[src/rtl/alu_seq.sv]
// alu_seq -- sequencer that feeds one request at a time to an external
// combinational ALU and returns the captured result on a response channel.
//
// Flow: IDLE accepts a request and registers the opcode/operands onto the ALU
// drive ports. ISSUE holds that drive for one full cycle, then captures the
// ALU result and flags. RESP presents the captured result until it is taken.
// With rsp_ready held high, one operation completes every three cycles.
//
// Handshake rule (both channels): a transfer happens at a rising clk edge
// where valid and ready are both 1. valid never depends on ready. Requests
// offered while req_ready=0 are ignored, not queued. rsp_ready while
// rsp_valid=0 has no effect.
//
// Optional feature, selected by the macro ALU_SEQ_CHAIN_EN:
//   adds input req_chain. When it is 1 at acceptance, alu_a is loaded from the
//   last captured rsp_data instead of req_a. Without the macro, alu_a always
//   loads req_a and the port does not exist.
//
// Ports:
//   clk, rst_n                   clock, synchronous active-low reset
//   req_valid/req_ready          request handshake
//   req_op, req_a, req_b         request opcode and operands
//   req_chain                    (ALU_SEQ_CHAIN_EN only) chain operand A
//   alu_opcode, alu_a, alu_b     registered drive to the external ALU
//   alu_out, alu_cy, alu_zero    results from the external ALU
//   rsp_valid/rsp_ready          response handshake
//   rsp_data, rsp_cy, rsp_zero   captured result and flags
//   busy                         1 in any state other than IDLE
//   op_count                     completed responses, wraps 255 -> 0
//   state_dbg                    current FSM state (0=IDLE, 1=ISSUE, 2=RESP)

module alu_seq #(
  parameter int WIDTH = 8,
  parameter int OPW   = 3
) (
  input  logic             clk,
  input  logic             rst_n,
  input  logic             req_valid,
  output logic             req_ready,
  input  logic [OPW-1:0]   req_op,
  input  logic [WIDTH-1:0] req_a,
  input  logic [WIDTH-1:0] req_b,
`ifdef ALU_SEQ_CHAIN_EN
  input  logic             req_chain,
`endif
  output logic [OPW-1:0]   alu_opcode,
  output logic [WIDTH-1:0] alu_a,
  output logic [WIDTH-1:0] alu_b,
  input  logic [WIDTH-1:0] alu_out,
  input  logic             alu_cy,
  input  logic             alu_zero,
  output logic             rsp_valid,
  input  logic             rsp_ready,
  output logic [WIDTH-1:0] rsp_data,
  output logic             rsp_cy,
  output logic             rsp_zero,
  output logic             busy,
  output logic [7:0]       op_count,
  output logic [1:0]       state_dbg
);

  typedef enum logic [1:0] {
    IDLE  = 2'd0,
    ISSUE = 2'd1,
    RESP  = 2'd2
  } state_t;

  state_t state, state_n;

  logic accept;   // request taken this edge
  logic capture;  // ALU result sampled this edge
  logic done;     // response taken this edge

  logic [WIDTH-1:0] a_sel;

`ifdef ALU_SEQ_CHAIN_EN
  // rsp_data resets to 0, so a chained op right after reset sees A=0.
  assign a_sel = req_chain ? rsp_data : req_a;
`else
  assign a_sel = req_a;
`endif

  always_comb begin
    state_n   = state;
    accept    = 1'b0;
    capture   = 1'b0;
    done      = 1'b0;
    req_ready = 1'b0;
    rsp_valid = 1'b0;
    busy      = 1'b1;
    case (state)
      IDLE: begin
        req_ready = 1'b1;
        busy      = 1'b0;
        if (req_valid) begin
          accept  = 1'b1;
          state_n = ISSUE;
        end
      end
      ISSUE: begin
        // ALU drive has been stable for this whole cycle; sample its result.
        capture = 1'b1;
        state_n = RESP;
      end
      RESP: begin
        rsp_valid = 1'b1;
        if (rsp_ready) begin
          done    = 1'b1;
          state_n = IDLE;
        end
      end
      default: begin
        state_n = IDLE;
      end
    endcase
  end

  always_ff @(posedge clk) begin
    if (!rst_n) begin
      state      <= IDLE;
      alu_opcode <= '0;
      alu_a      <= '0;
      alu_b      <= '0;
      rsp_data   <= '0;
      rsp_cy     <= 1'b0;
      rsp_zero   <= 1'b0;
      op_count   <= 8'd0;
    end else begin
      state <= state_n;
      if (accept) begin
        alu_opcode <= req_op;
        alu_a      <= a_sel;
        alu_b      <= req_b;
      end
      if (capture) begin
        rsp_data <= alu_out;
        rsp_cy   <= alu_cy;
        rsp_zero <= alu_zero;
      end
      if (done) begin
        op_count <= op_count + 8'd1;
      end
    end
  end

  assign state_dbg = state;

endmodule

[config.mk]
export PLATFORM = sky130hd
export DESIGN_NAME = alu_seq
export DESIGN_NICKNAME = d
export VERILOG_FILES = /design/src/rtl/alu_seq.sv
export SDC_FILE = /design/constraint.sdc
export NUM_CORES = 1
export LEC_CHECK = 0
export BUFFER_PORTS_ARGS = -buffer_cell sky130_fd_sc_hd__buf_2
export CORE_MARGIN = 2
export CORE_UTILIZATION = 29
export CTS_CLUSTER_DIAMETER = 150
export DETAILED_ROUTE_END_ITERATION = 16
export RECOVER_POWER = 50
export SETUP_SLACK_MARGIN = 0.2
export SLEW_MARGIN = 20
export SYNTH_ARGS = -nofsm -noshare
export SYNTH_HDL_FRONTEND = slang
export SYNTH_SLANG_ARGS = --single-unit
[constraint.sdc]
create_clock -name clk -period 1.7 [get_ports clk]
set_input_delay 0.255 -clock clk [delete_from_list [all_inputs] [get_ports clk]]
set_output_delay 0.255 -clock clk [all_outputs]
set_load 0.03 [all_outputs]
## After elaboration in Yosys (flattened, before gate mapping)

Index checks and enable logic that the tools add are counted.

| cells by class | value |
|---|---|
| add/sub/neg operators | 1 |
| multipliers | 0 |
| bitwise gates (word level) | 0 |
| equal/unequal tests | 4 |
| order comparisons | 0 |
| shift operators | 0 |
| reductions and logical operators | 2 |
| div/mod/pow operators | 0 |
| multiplexer cells | 11 |

Operators by type and width:

| operator | number |
|---|---|
| 8-bit by 1-bit adder with 8-bit output, second input constant | 1 |
| 1-bit two-way mux | 8 |
| 2-bit one-hot mux with 3 select lines | 1 |
| 2-bit two-way mux | 2 |
| 2-bit inequality test, second input constant | 2 |
| 2-bit by 1-bit == test with 1-bit output, second input constant | 1 |
| 2-bit == test, second input constant | 1 |
| 2-bit logical NOT | 1 |
| 2-bit AND reduction | 1 |

| word-level totals | value |
|---|---|
| ROM bits | 0 |
| bits of input ports | 33 |
| logic and storage cells | 26 |
| bits in registers | 39 |
| memories | 0 |
| memory bits (writable) | 0 |
| latch bits | 0 |
| output and inout port bits | 42 |

## Depth between registers and ports, before layout

| logic depth | value |
|---|---|
| depth in word-level cells | 3 |
| mapped depth | 4 |

## Worst setup path after synthesis

No wires, ideal clock.

| path | value |
|---|---|
| path kind | register to register |
| start point | register state[1] (netlist: state_dbg[1]) |
| end point | register op_count[6] |
| path slack | 0.121 ns |
| data arrival time | 1.509 ns |
| cell stages (with the launch flop) | 5 |
| library setup time | 0.071 ns |
| cells stage by stage | dfxtp_1 > nand3b_2 > buf_6 > or4_1 > a21oi_1 |

| on the way | value |
|---|---|
| word-level cells in the longest chain between the ends | 2 |

Ends and longest elaborated chain:

| element | RTL line | source |
|---|---|---|
| start, declared | 68 | `state_t state, state_n;` |
| start signal, assigned | 129 | `state <= state_n;` |
| 2-bit == test | 91 | `case (state)` |
| 1-bit two-way mux | 91 |  |
| end signal, assigned | 141 | `op_count <= op_count + 8'd1;` |
| end, declared | 58 | `output logic [7:0] op_count,` |

No other way between the ends.
A chain may end at the register's enable or synchronous reset.

## Final worst setup path

| path | value |
|---|---|
| start point | register state[1] (netlist: state_dbg[1]) |
| end point | output port req_ready |

| on the way | value |
|---|---|
| word-level cells in the longest chain between the ends | 2 |

Ends and longest elaborated chain:

| element | RTL line | source |
|---|---|---|
| 2-bit logical NOT | 91 |  |
| 1-bit two-way mux | 91 |  |
| end, declared | 39 | `output logic req_ready,` |

No other way between the ends.

==> key figures <==
Status
  • Status: finished, final reports clean

Logic synthesis
  • Synth Cell Area: 0.00146 mm2
  • Syn_nets: 212
  • Seq cells post-synth: 39
  • Distinct cells, synth: 26
  • Mux cell area share after synthesis: 0.686%
  • Synth Area in Compound Gates: 14.2%
  • Synth Area in Adders: 0.858%
  • Syn_area_per_cell: 8.20 um2
  • Syn Inst Count: 178
  • XOR/XNOR share of the synthesized area: 1.20%
  • Synthesized-area fraction occupied by and/or/nand/nor cells: 25.8%
  • Warnings, synthesis: 0
  • Largest family of logic cells by synthesized area: simple AND/OR/NAND/NOR gates
  • Register area share after synthesis: 53.5%

Detailed routing
  • Post-route ant nets: 0
  • Via-per-instance ratio: 4.42
  • WL final: 3500 um
  • DR vias: 1413
  • Wire per inst: 10.9 um
  • DR DRC count: 0
  • Drt first pass iters: 5
  • 1st-iter DRT viols: 62

Timing
  • Worst Skew: 0.00505 ns
  • Final setup violating endpoints: 0
  • Relative slew slack: 71.4%
  • PnR worst setup slack: 0.184 ns
  • Worst slew pin tran: 0.429 ns
  • F_max: 660 MHz
  • Setup_tns: 0 ns
  • Worst hold slack: 0.205 ns
  • Tmin final: 1.52 ns
  • RSZ-0062 raised after global routing: yes
  • Slew Limit Fails: 0
  • Part of the cycle the worst path needs: 89.2%
  • Final Hold Vio Count: 0

Worst setup path
  • Worst Path Required: 1.44 ns
  • CP Class: reg2out
  • Startpoint Class: register
  • Critical path peak fanout: 9
  • Crit path DAT: 1.26 ns
  • Worst setup EP type: primary output
  • R2R depth: 3

Finish
  • Commonest non-fill, non-tap cell in the layout: nand2_1
  • Fin util: 40.5%
  • Number of diodes: 0
  • Commonest cells after routing, fill and taps aside: nand2_1 (60), buf_2 (39), dfxtp_1 (38), a21oi_1 (35), clkbuf_1 (35)
  • Ratio of cells with drive above 1 in the final layout: 21.7%
  • Fin cells: 320
  • Layout area overhead: 32.9%
  • Fill cells: 535
  • Post-route cell area: 0.00194 mm2
  • Final #Nets: 286

Clock network
  • Later-pin clock latency in the skew report: 0.28 ns
  • CTS Buffer Depth: 2
  • Clock-pin slew on the worst setup and hold paths: 0.08 ns
  • Htree depth: 2
  • Sinks on Clock Net: 39
  • Clock Tree Root: clkbuf_8
  • TritonCTS Buffers: 5
  • CTS tree: yes
  • Setup Fix Bufs, Post-CTS: 0

Power and ir drop
  • Pwr Total: 1.87 mW
  • P_leak: 0.793 nW
  • VDD IR-drop max: 0.558 mV
  • Pwr dens: 965 mW/mm2

Place
  • Buffers on Ports: 74
  • Placed Cells incl. Taps: 312
  • Placer Congestion: 0.775
  • DP HPWL: 2380 um
  • Post-Place Setup Slack: 0.243 ns
  • Placed Area: 0.00189 mm2

Global routing
  • First-pass GRT wire length: 5450 um
  • Total grt overflow: 0
  • Number of global-route vias before repair: 1245
  • Largest net degree at the start of global routing: 40
  • Initial antenna violation count: 0
  • Gr usage total: 12.7%

Floorplanning
  • Starting density of the core: 30.5%
  • Core Area: 0.00479 mm2
  • Die Span Y: 74.9 um
  • Die width: 74.9 um
  • Ports: 75
  • Standard-cell row count: 25
  • Die Area: 0.00561 mm2

Worst hold path
  • Hold Path Cell Cnt: 3
  • Hold WC Path Type: in2reg

Flow run
  • Max Cap Viol: 0
critical path, cell delays in order (launching register included):
cell     delay (ns)
dfxtp_1        0.40
or2_2          0.34
inv_1          0.05
buf_2          0.18
path summary, 6_finish.rpt:
kind / from / end / slack, ns
hold / removal: req_b[5] / alu_b[5]$_SDFFE_PN0P_ / 0.20
setup / recovery: state_dbg[1]$_SDFFE_PN0P_ / req_ready / 0.18
setup reg to reg: state_dbg[1]$_SDFFE_PN0P_ / alu_b[6]$_SDFFE_PN0P_ / 0.23
hold reg to reg: alu_b[0]$_SDFFE_PN0P_ / alu_b[0]$_SDFFE_PN0P_ / 0.46
what timing repair did:
action | in CTS | in global routing
gates resized for setup | 0 | 1
endpoints found under the setup margin | 0 | 3
hold buffers | 0 | 0
logic make-up after synthesis:
| kind of cell | after synthesis |
|---|---|
| buffers and inverters | 12 |
| multiplexers | 1 |
| XOR/XNOR | 2 |
| AO/OA/AOI/OAI | 40 |
| AND/OR/NAND/NOR | 83 |
| adder cells (fa/ha/maj) | 1 |
| flip-flops | 39 |
synthesized netlist by cell type:
cell type | number | area [um2]
o21ai_0 | 2 | 10.0
mux2i_1 | 1 | 10.0
dfxtp_1 | 39 | 781
nand3b_2 | 1 | 11.3
o31ai_1 | 3 | 22.5
nand2b_1 | 1 | 6.26
or3_1 | 2 | 12.5
or3b_2 | 1 | 8.76
or4_1 | 3 | 22.5
buf_6 | 1 | 11.3
nand4b_1 | 1 | 8.76
nor2_1 | 4 | 15.0
clkbuf_1 | 8 | 30.0
nor3b_2 | 1 | 12.5
nand3_1 | 4 | 20.0
buf_2 | 1 | 5.00
or2b_1 | 1 | 7.51
nand4_1 | 1 | 6.26
or2_2 | 1 | 6.26
ha_1 | 1 | 12.5
inv_1 | 2 | 7.51
xor2_1 | 2 | 17.5
nand2_1 | 60 | 225
and2b_1 | 1 | 7.51
nor2b_1 | 1 | 6.26
a21oi_1 | 35 | 175
final cells by class:
type                    count  area (um2)  share of cell area [%]
flip-flops and latches     39         782                    40.3
repair buffers             77         349                    18.0
well taps                  67        83.8                    4.32
multi-input cells         127         633                    32.6
inverters                   2        7.51                   0.387
clock buffers               5        68.8                    3.55
clock inverters             3        15.0                   0.774
metal layers:
layer	routed length, um	up-vias	track usage [%]
met5	0	-	0
li1	-	733	-
met3	178	2	4.55
met4	17	0	4.17
met1	1610	636	16.0
met2	1700	42	20.4
power by group:
part	internal, mW	leakage, nW	switching [mW]
clock	0.281	0.0477	0.308
sequential	0.958	0.319	0.0266
combinational	0.0913	0.426	0.208
total	1.33	0.793	0.542
state kept, by name, summed over array words and instances (netlist names):
register,count
state_dbg,2
alu_b,8
alu_a,8
rsp_cy,1
op_count,8
alu_opcode,3
rsp_zero,1
rsp_data,8
Power figures use the tool's default switching activity.
